==> config.mk <==
export PLATFORM = sky130hd
export DESIGN_NAME = avalon_reg_bank
export DESIGN_NICKNAME = d
export VERILOG_FILES = /design/src/rtl/avalon_reg_bank.sv
export SDC_FILE = /design/constraint.sdc
export NUM_CORES = 1
export LEC_CHECK = 0
export ABC_AREA = 0
export CORE_MARGIN = 4
export CORE_UTILIZATION = 53
export DETAILED_ROUTE_END_ITERATION = 8
export PLACE_DENSITY = 0.83
export SKIP_CTS_REPAIR_TIMING = 1
export SLEW_MARGIN = 40
export SYNTH_ARGS = -nofsm -noshare
export SYNTH_HDL_FRONTEND = slang
export SYNTH_SLANG_ARGS = --single-unit
==> constraint.sdc <==
create_clock -name CLK -period 2.1 [get_ports CLK]
set_input_delay 0.42 -clock CLK [delete_from_list [all_inputs] [get_ports CLK]]
set_output_delay 0.42 -clock CLK [all_outputs]
set_load 0.05 [all_outputs]
==> src/rtl/avalon_reg_bank.sv <==
// Avalon-MM slave register bank: operand words, core-written result window,
// start/done handshake FSM with level interrupt. Reads have one cycle latency.
module avalon_reg_bank #(
  parameter int DATA_W    = 32,
  parameter int NUM_REGS  = 16,
  parameter int ADDR_W    = $clog2(NUM_REGS),
  parameter int RES_BASE  = 8,
  parameter int RES_WORDS = 4,
  parameter int START_IDX = 14,
  parameter int DONE_IDX  = 15
) (
  input  logic                           CLK,
  input  logic                           RESET,
  input  logic                           AVL_READ,
  input  logic                           AVL_WRITE,
  input  logic                           AVL_CS,
  input  logic [DATA_W/8-1:0]            AVL_BYTE_EN,
  input  logic [ADDR_W-1:0]              AVL_ADDR,
  input  logic [DATA_W-1:0]              AVL_WRITEDATA,
  output logic [DATA_W-1:0]              AVL_READDATA,
  output logic                           CORE_START,
  output logic                           CORE_BUSY,
  input  logic                           CORE_DONE,
  input  logic                           CORE_WE,
  input  logic [$clog2(RES_WORDS)-1:0]   CORE_WADDR,
  input  logic [DATA_W-1:0]              CORE_WDATA,
  output logic [RES_BASE*DATA_W-1:0]     OPERANDS,
  output logic [DATA_W-1:0]              EXPORT_DATA,
  output logic                           IRQ
);

  localparam int BE_W = DATA_W / 8;
  localparam int RW_W = $clog2(RES_WORDS);

  typedef enum logic [1:0] {S_IDLE, S_BUSY, S_DONE} state_t;

  state_t              r_state;
  logic [DATA_W-1:0]   r_mem [NUM_REGS];
  logic [DATA_W-1:0]   r_rdata;
  logic                r_go;
  logic                r_irq_en;
  logic                r_done;
  logic                r_core_start;
  logic                r_core_busy;
  logic                r_irq;

  logic                w_wr;
  logic                w_rd;
  logic                w_addr_ok;
  logic                w_start_wr;
  logic [DATA_W-1:0]   w_rword;

  assign w_wr       = AVL_CS & AVL_WRITE;
  assign w_rd       = AVL_CS & AVL_READ & ~AVL_WRITE;
  assign w_addr_ok  = ({1'b0, AVL_ADDR} < (ADDR_W+1)'(NUM_REGS));
  assign w_start_wr = w_wr & w_addr_ok & (AVL_ADDR == ADDR_W'(START_IDX)) & AVL_BYTE_EN[0];

  // Only operand and result entries are ever written; every other entry stays 0
  // and therefore reads back as 0 through the plain array lookup.
  always_ff @(posedge CLK or negedge RESET) begin
    if (!RESET) begin
      for (int unsigned w = 0; w < NUM_REGS; w++) r_mem[w] <= '0;
    end else begin
      for (int unsigned w = 0; w < NUM_REGS; w++) begin
        if (w < RES_BASE && w != START_IDX && w != DONE_IDX) begin
          if (w_wr && w_addr_ok && AVL_ADDR == ADDR_W'(w) && r_state != S_BUSY) begin
            for (int unsigned b = 0; b < BE_W; b++) begin
              if (AVL_BYTE_EN[b]) r_mem[w][8*b +: 8] <= AVL_WRITEDATA[8*b +: 8];
            end
          end
        end else if (w >= RES_BASE && w < RES_BASE + RES_WORDS) begin
          if (CORE_WE && CORE_WADDR == RW_W'(w - RES_BASE)) r_mem[w] <= CORE_WDATA;
        end
      end
    end
  end

  always_comb begin
    w_rword = '0;
    if (AVL_ADDR == ADDR_W'(START_IDX)) begin
      w_rword[2:0] = {r_state == S_BUSY, r_irq_en, r_go};
    end else if (AVL_ADDR == ADDR_W'(DONE_IDX)) begin
      w_rword[0] = r_done;
    end else if (w_addr_ok) begin
      w_rword = r_mem[AVL_ADDR];
    end
  end

  always_ff @(posedge CLK or negedge RESET) begin
    if (!RESET) begin
      r_rdata <= '0;
    end else if (w_rd) begin
      r_rdata <= w_addr_ok ? w_rword : '0;
    end
  end

  always_ff @(posedge CLK or negedge RESET) begin
    if (!RESET) begin
      r_state      <= S_IDLE;
      r_go         <= 1'b0;
      r_irq_en     <= 1'b0;
      r_done       <= 1'b0;
      r_core_start <= 1'b0;
      r_core_busy  <= 1'b0;
      r_irq        <= 1'b0;
    end else begin
      r_core_start <= 1'b0;
      r_irq        <= r_done & r_irq_en;
      if (w_start_wr) begin
        r_go     <= AVL_WRITEDATA[0];
        r_irq_en <= AVL_WRITEDATA[1];
      end
      case (r_state)
        S_IDLE: begin
          if (w_start_wr && AVL_WRITEDATA[0]) begin
            r_core_start <= 1'b1;
            r_core_busy  <= 1'b1;
            r_state      <= S_BUSY;
          end
        end
        S_BUSY: begin
          if (CORE_DONE) begin
            r_done      <= 1'b1;
            r_core_busy <= 1'b0;
            r_state     <= S_DONE;
          end
        end
        S_DONE: begin
          if (w_start_wr) begin
            r_done <= 1'b0;
            if (AVL_WRITEDATA[0]) begin
              r_core_start <= 1'b1;
              r_core_busy  <= 1'b1;
              r_state      <= S_BUSY;
            end else begin
              r_state <= S_IDLE;
            end
          end
        end
        default: r_state <= S_IDLE;
      endcase
    end
  end

  for (genvar g = 0; g < RES_BASE; g++) begin : g_ops
    assign OPERANDS[g*DATA_W +: DATA_W] = r_mem[g];
  end

  assign EXPORT_DATA  = r_mem[0];
  assign AVL_READDATA = r_rdata;
  assign CORE_START   = r_core_start;
  assign CORE_BUSY    = r_core_busy;
  assign IRQ          = r_irq;

endmodule
# After elaboration in Yosys (flattened, before gate mapping)
# Cells that the tools add are included.
# totals
register_bits	424
word_cells	157
input_bits	81
out_inout_bits	323
# op_classes
order_cmp	1
bitwise_logic	8
reduce_logical	61
n_eq_ne	19
mux	24
# op_table
cell	n
$bmux 32 s4	1
$mux 32	2
$reduce_and 2->1	32
$mux 31	1
$mux 29	1
$logic_and 1x1->1	21
$eq 4x3->1 const B	4
$mux 1	11
$eq 4x2->1 const B	2
$eq 4x4->1 const B	2
$ne 2x2->1 const B	4
$and 1x1->1	6
$eq 2x2->1 const B	3
$mux 2	3
$pmux 2 s3	1
$reduce_and 3->1	2
$ge 5x5->1 const B	1
$not 4->5	1
$reduce_and 5->1	1
$eq 2x1->1 const B	2
$eq 4x1->1 const B	1
$logic_not 2->1	2
$logic_not 4->1	1
$pmux 1 s2	2
other kinds (6)	6

# Depth between registers and ports, before layout
# Gate-level depths: netlist of the first run.
# logic_depth
ltp_word	6
ltp_mapped	7
mapped_depth_nobuf	5

# Worst setup path after synthesis of the first run
# OpenSTA, ideal clock, no wires.
# synth_path
kind	input to register
from	in AVL_ADDR[3]
to	reg r_mem (netlist bit OPERANDS[106])
path_slack_ps	153
arrival_ps	1820
setup_ps	128
path_stages	5
cell_sequence	buf_2 or4_4 nor2_4 nand2_4 mux2_1
# synth_between
elab_chain_len	4
# synth_rtl
element	line	text
from (decl)	18	input logic [ADDR_W-1:0] AVL_ADDR,
$eq 4x2->1	66	if (w_wr && w_addr_ok && AVL_ADDR == ADDR_W'(w) && r_state != S_BUSY) begin
$logic_and 1x1->1 (2 in a row)	66	
$reduce_and 2->1 (no line)	--	
to (signal, indexed assignment)	68	if (AVL_BYTE_EN[b]) r_mem[w][8*b +: 8] <= AVL_WRITEDATA[8*b +: 8];
to (decl)	38	logic [DATA_W-1:0] r_mem [NUM_REGS];
# Every way passes these cells.
# A chain may end at the register's enable or synchronous reset.

# Worst setup path after layout of the first run
# layout_path
from	in AVL_WRITE
to	reg r_mem (netlist bit OPERANDS[44])
# layout_between
elab_chain_len	4
# layout_rtl
element	line	text
from (decl)	15	input logic AVL_WRITE,
$and 1x1->1	53	assign w_wr = AVL_CS & AVL_WRITE;
$logic_and 1x1->1 (2 in a row)	66	
$reduce_and 2->1 (no line)	--	
# Every way passes these cells.

==> results of run 1 <==
-- stage by stage --
stage / std cells / hold slack, ns / setup TNS (ns)
floorplan: 1506 / 0.124 / 0
detailed placement: 2168 / 0.401 / -114.94
global placement: 2168 / 0.401 / -111.55
global route: 2254 / 0.413 / -0.125
CTS: 2250 / -0.206 / -39.46
finish: 2254 / 0.391 / 0
-- cell type report --
cell class | count | area [um2] | area share
well taps | 518 | 648 | 0.0241
clock inverters | 18 | 245 | 0.00912
diodes | 2 | 5.00 | 0.000186
repair buffers | 495 | 5990 | 0.223
clock buffers | 64 | 1340 | 0.0498
multi-input cells | 729 | 8030 | 0.299
inverters | 4 | 15.0 | 0.000559
flip-flops and latches | 424 | 10600 | 0.395
-- logic make-up (layout without fill, tap and decap cells) --
group | count (synthesis) | in the layout | synth area share
simple gates | 140 | 140 | 0.0384
other cells | 0 | 2 | 0
compound gates | 79 | 79 | 0.0199
mux | 510 | 510 | 0.321
buf+inv | 353 | 581 | 0.116
flops | 424 | 424 | 0.504
-- synthesized netlist by cell type (5+ instances only) --
library cell	number	area, um2
nand2_1	43	161
buf_2	19	95.1
nor2b_1	5	31.3
clkbuf_1	29	109
nor2_1	34	128
a21oi_1	36	180
nor2_2	10	62.6
nand2_2	5	31.3
buf_4	290	2180
mux4_2	94	2120
mux2_2	375	4220
dfrtp_1	424	10600
mux2i_1	31	310
nor2_4	10	113
nor3_1	6	30.0
mux2_1	10	113
buf_1	11	41.3
nand2_4	12	135
o21ai_0	34	170
-- placed cells by master, fill, tap and decap left out, drive strengths merged --
master           n
nand3b           3
o2bb2ai          1
clkinvlp         2
clkdlybuf4s50   75
bufinv           5
nor2b            5
nand2           60
or4              1
mux4            94
a31oi            2
and2             1
nor3             6
dlymetal6s2s   319
nor3b            1
a41oi            1
nand2b           4
o21ai           34
diode            2
clkinv           9
clkbuf          64
mux2i           31
nor2            54
dfrtp          424
or2              1
a21oi           36
nand3            3
o41ai            1
mux2           385
o22ai            3
a221o            1
nor4             1
inv              6
dlygate4sd3      1
buf            100
-- final timing paths --
| kind | endpoint | slack, ns | depth (start not counted) |
|---|---|---|---|
| setup / recovery | OPERANDS[44] | 0.01 | 7 |
| hold / removal | OPERANDS[199] | 0.39 | 2 |
| setup reg to reg | OPERANDS[44] | 0.08 | 6 |
| hold reg to reg | AVL_READDATA[9] | 0.48 | 2 |
| max in group asynchronous | OPERANDS[251] | 0.93 | 3 |
| min in group CLK | r_state[0] | 0.44 | 2 |
-- routing by layer --
layer  global-route usage  vias up
met2                0.435      490
met1                0.340     6905
met4               0.0723        4
met3               0.0532      105
met5                    0        -
li1                     -     5481
-- power by group --
part	switching [mW]	internal, mW
Combinational	4.63	3.03
Sequential	0.896	9.41
Clock	3.30	5.07
-- sequential cells by signal (all words and copies together) (netlist names) --
register / cells
OPERANDS: 224
r_mem: 128
AVL_READDATA: 32
EXPORT_DATA: 32
r_state: 2
CORE_BUSY: 1
CORE_START: 1
IRQ: 1
r_done: 1
r_go: 1
r_irq_en: 1
-- critical path: stages --
cell and delay, ns:
clkdlybuf4s50_1 0.52, nand2_2 0.13, or4_4 0.65, nor2_4 0.16, buf_12 0.14, nand2_2 0.18, mux2_2 0.33
==> summary by stage, run 1 <==
Synthesis
The synthesis warning total is ~130. The post-synthesis async set-or-reset flop share is 1.00. In this run, distinct cell masters in the synthesized netlist total 34. The synthesized netlist net count is about 1,600. The sequential-to-total area share from yosys stat is 0.504. The most used flip-flop cell after synthesis is dfrtp_1. The post-synthesis instance total is ~1,500. The post-synthesis instance area is between 20,000 and 25,000 um2. In this run, synthesis produced a sequential element count of 424.

The post-synthesis average cell area is 14.0 um2. Yosys mapped a number of flops with a built-in enable equal to 0.

STA
The count of final setup violators is 0. The routed design could run at a clock period as short as between 2 and 2.5 ns. For the pin with the worst max-slew slack, the measured transition is between 0.5 and 0.6 ns. In this run the tightest slew margin relative to its limit is 0.608. Setup slack on the critical path of the routed design comes to roughly 0.014 ns. The top achievable clock speed is 0.479 GHz. Dividing the final minimum period by the clock period gives 0.993.

The final-report hold violation count is 0. The worst clock skew is a little over 0.02 ns. The number of pins with negative max-slew slack in the final report is 0.

Route
The routed design uses between 3 and 4 mm of met3 wire. The first routing iteration left approximately 650 violations. For this run, the detailed router's first-pass iteration total came to 5. In the routed layout, each cell is associated on average with a via count of 5.76. The total via count in the routed design is approximately 13,000.

The sum of routed wire segments on met1 is between 20 and 25 mm. After detailed routing, the number of remaining DRC violations is 0. The final antenna-violating net count is 0. In the final routed layout, each cell accounts on average for 25.5 um. The highest layer touched by signal routing is met5. The routed design uses just under 30 mm of met2 wire. The routed design has 57.4 mm of wire.

CTS
The count of clock tree sinks is between 400 and 500. The clock latency on the worst-skew pair is ~0.57 ns. TritonCTS built the clock tree. The maximum clock insertion buffer count is 3. The root buffer cell chosen for the clock tree is clkbuf_16. The H-tree was split into 2 levels.

The number of clock buffers added by TritonCTS is 44. After clock tree synthesis, the clock-pin slew on the worst setup and hold paths is 0.06 ns.

Final layout
The final core utilization is 0.691. Counting the fill cells in the layout gives 2,511. The net count reported at finish is between 1,500 and 2,000. The final cell area excluding filler cells is between 20,000 and 30,000 um2. The fraction of layout instances using a drive strength above 1 is 0.400.

The area growth from synthesis to layout is 27.8%.

Status
The flow ran to the end, and the final reports show no timing, DRC or antenna violations.

Setup path
The worst flop-to-flop path startpoint is r_state[0]. The element type at the critical path start is a primary input. The arrival time at the worst endpoint is between 2 and 3 ns.

The critical path in this run is classified as in2reg. The type of destination of the critical path is a flop. Of all nets on the critical path, the largest fanout is 8. At the worst endpoint, the required time is around 2.6 ns.

Tracing the worst setup path back leads to its startpoint at AVL_WRITE.

Global routing
After global routing the overflow that remains totals 0. The first global-routing pass estimated just under 90 mm of wire. Across every metal layer, demand over resource in global routing totals 0.257. The initial antenna violation count came to 4. The maximum number of pins on one net before global-route repair is 63. The via count of the first global-routing pass was approximately 14,000.

Power and ir drop
Summed over all cells, the static leakage comes to between 15 and 20 nW. Total power for the finished layout comes to roughly 26 mW. The power per unit of standard cell area is slightly below 1000 nW/um2.

The worst voltage drop across the vdd grid is about 0.00067 V.

Floorplan
The total area inside the core boundary comes to 38,900 um2. The die covers between 40,000 and 50,000 um2. The number of placement rows is between 70 and 80. The initial utilization of the core area, before any placement, comes to 0.541. The y dimension of the die is between 200 and 250 um.

The floorplan step set the die width to between 200 and 250 um. just over 400 I/O pins were placed.

Place
The count of port buffers added during placement is around 400. The cell area after placement is 24,400 um2. The post-place setup slack is -0.618 ns. Summed over all nets, the half-perimeter wirelength after detailed placement is approximately 39 mm. Routability-driven placement finished with a final weighted congestion of between 0.8 and 0.9.

Run
The tool flagged a number of max-cap violations equal to 0.

Min path
The type of the most critical hold path is in2async.
Power figures use the tool's default switching activity.
==> run 2: changes to the inputs <==
--- a/config.mk
+++ b/config.mk
@@ -8,6 +8,7 @@
 export ABC_AREA = 0
 export CORE_MARGIN = 4
 export CORE_UTILIZATION = 53
+export CTS_CLUSTER_SIZE = 8
 export DETAILED_ROUTE_END_ITERATION = 8
 export PLACE_DENSITY = 0.83
 export SKIP_CTS_REPAIR_TIMING = 1
==> run 2 against run 1 <==
- global-route usage up 0.38 points
- non-clock buffer count shrank 1
- sequential power about the same
- critical path depth fell by 1
- clock skew is 0.0063 ns lower
- fmax shrank 0.44%
- utilization is 0.12 points lower
- die area is the same
- final cell count fell by 0.80%
- wire length up 0.97%
- count of clock-buffer cells in the layout fell by 2
- first-iteration DRC count up 6.6%
==> summary by stage, run 2 (synthesized netlist as in run 1, its figures left out) <==
Setup path
The launch point of the worst path is AVL_CS (was AVL_WRITE). The critical path's slowest cell was or4_4 (unchanged). The arrival time at the worst endpoint is 2.56 ns (was 2.53 ns).

The delay of the slowest critical-path stage is 0.61 ns (was 0.65 ns). The capturing point of the worst reg2reg path is OPERANDS[50] (was OPERANDS[44]). The number of stages on the worst setup path is 6 (was 7).

The kind of critical path is in2reg (unchanged). The worst path required time is 2.57 ns (was 2.55 ns). The element type at the critical path start was a primary input (unchanged). The type of destination of the critical path was a flop (unchanged). Cells along the critical path: clkdlybuf4s50_1 -> nand2_1 -> or4_4 -> nor2_4 -> nand2_2 -> mux2_2 (was clkdlybuf4s50_1 -> nand2_2 -> or4_4 -> nor2_4 -> buf_12 -> nand2_2 -> mux2_2).

The kind of cell adding the most delay to the critical path is simple AND/OR/NAND/NOR gates (unchanged). The maximum fanout encountered on the critical timing path is 8 (unchanged). The critical path buffer and inverter count is 1 (was 2). The worst flop-to-flop path startpoint is r_state[0] (unchanged). The setup slack of the most critical reg-to-reg path is 0.04 ns (was 0.08 ns). The length in cells of the worst reg-to-reg path is 5 (was 6).

The termination of the worst setup path is OPERANDS[50] (was OPERANDS[44]).

Route
The total via count in the routed design is 13,000 (about the same). The remaining design rule violation count was 0 (unchanged). The final antenna-violating net count is 0 (unchanged). The DRC marker count from the first detailed-route iteration was 690 (was 647). The ratio of routed vias to standard cells was 5.81 (was 5.76). The final routed wirelength across all metal layers came to 58.0 mm (was 57.4 mm).

The number of detailed-route iterations in the first pass was 5 (unchanged). The average wire per cell in the routed design came to 25.9 um (was 25.5 um).

Final layout
The area of the multi-input gates is 8020 um2 (was 8030 um2). The register cell area after layout is 10,600 um2 (unchanged). The fraction of layout instances using a drive strength above 1 was 0.396 (was 0.400). Top library cells by usage in the layout, fill and taps aside: 424 x dfrtp_1, 375 x mux2_2, 319 x dlymetal6s2s_1 (unchanged). The most frequent standard cell in the layout excluding fill and tap cells is dfrtp_1 (unchanged). The flip-flop count of the largest register after layout is 224 (unchanged). The filler cell count was 2,534 (was 2,511).

The area growth from synthesis to layout was 27.6% (was 27.8%). The net count reported at finish is 1,793 (was 1,779).

Place
The count of port buffers added during placement was 403 (unchanged). The final RePlAce weighted congestion is 0.850 (unchanged). The final HPWL from detailed placement was 38.8 mm (unchanged). The post-place setup slack was -0.618 ns (unchanged).

Min path
The type of the most critical hold path is in2async (unchanged).

STA
The number of pins with negative max-slew slack in the final report is 0 (unchanged). The pin slew with the least headroom to its limit is 0.578 ns (was 0.587 ns). The worst clock skew is 0.0139 ns (was 0.0203 ns). The minimum hold slack came to 0.360 ns (was 0.391 ns). The final-report hold violation count is 0 (unchanged). The final critical-path setup slack is 0.00514 ns (was 0.0143 ns).

The total negative slack is 0 ns (unchanged). The top achievable clock speed was 0.477 GHz (was 0.479 GHz). The relative max-transition margin is 0.614 (was 0.608).

The minimum clock period is 2.09 ns (about the same). The ratio of final minimum period to clock period is 0.998 (was 0.993). Setup repair after global routing could not meet its margin everywhere. The count of final setup violators came to 0 (unchanged).

Floorplan
The width of the chip is 207 um (unchanged). The starting density of the core is 0.541 (unchanged). The I/O pin count was 404 (unchanged). The floorplan die area is 42,900 um2 (unchanged). The floorplan core area came to 38,900 um2 (unchanged). The number of placement rows is 72 (unchanged). The y dimension of the die is 207 um (unchanged).

Global routing
The first-pass GRT wire length is 87.7 mm (was 86.9 mm). The via count of the first global-routing pass was 14,300 (was 14,200). The maximum number of pins on one net before global-route repair is 63 (unchanged). The overall track demand over capacity in global routing is 0.261 (was 0.257). The final global-route overflow total is 0 (unchanged). The initial antenna violation count is 4 (unchanged).

CTS
The root cell of the clock tree is clkbuf_16 (unchanged). The clock latency on the worst-skew pair came to 0.60 ns (was 0.57 ns). The total CTS buffers is 59 (was 44). The CTS clock-pin slew for the worst setup and hold paths is 0.05 ns (was 0.06 ns). The maximum clock insertion buffer count was 3 (unchanged). The count of clock tree sinks was 424 (unchanged). The number of H-tree levels is 2 (unchanged). The TritonCTS clock tree is built (unchanged).

Status
Outcome: complete, no violations (unchanged).

Power and ir drop
The worst voltage drop across the vdd grid is 0.000711 V (was 0.000672 V). The static leakage power is 16.4 nW (about the same). The power per unit of standard cell area is 983 nW/um2 (was 980 nW/um2).

Run
The max capacitance violation total is 0 (unchanged).
run 2: cell count changes in the layout (fill, tap and decap cells not counted), moves of 2 or more:
| cell | delta |
|---|---|
| clkinv_2 | -5 |
| clkbuf_1 | -6 |
| clkbuf_16 | +15 |
| clkbuf_8 | -11 |
| clkinvlp_4 | -2 |
| bufinv_16 | -5 |
run 2: worst register-to-register path, delay by kind of cell, from the launching register on:
family	cells	cell delay, ns
mux	1	0.34
simple gates	4	1.23
flops	1	0.37
run 2: per-layer routing:
layer / part of all wire / up-vias / global-route usage / routed length [um]
met1: 0.40 / 6862 / 0.343 / 23300
met4: 0.030 / 4 / 0.0789 / 1720
met5: 0.00059 / - / 0 / 34
met3: 0.063 / 131 / 0.0558 / 3650
li1: - / 5495 / - / -
met2: 0.50 / 495 / 0.439 / 29200
run 2: area by class of cell:
type                            count  area share
Inverter                            4    0.000559
Clock inverter                      3     0.00112
Sequential cell                   424       0.395
Timing Repair Buffer              494       0.222
Antenna cell                        2    0.000186
Tap cell                          518      0.0242
Clock buffer                       62      0.0574
Multi-Input combinational cell    729       0.299
run 2: report_power, final:
group / internal, mW / switching (mW)
Combinational: 3.03 / 4.63
Sequential: 9.43 / 0.903
Clock: 5.08 / 3.31
run 2: metrics by stage:
step,utilization,cell area [um2],power (mW),instances
2_1_floorplan,-,21000,16.3,1506
3_3_place_gp,0.628,24400,17.9,2168
3_5_place_dp,0.628,24400,18.2,2168
4_1_cts,0.668,26000,26.6,2233
5_1_grt,0.690,26800,27.4,2236
6_report,0.690,26800,26.4,2236
run 2: worst min path at each step:
stage	to	slack [ns]	cells past startpoint	start
floorplan	AVL_READDATA[0]	0.12	0	RESET
global placement	OPERANDS[167]	0.40	1	RESET
detailed placement	OPERANDS[199]	0.40	1	RESET
CTS	OPERANDS[199]	-0.25	1	RESET
global route	OPERANDS[199]	0.38	2	RESET
finish	OPERANDS[199]	0.36	2	RESET
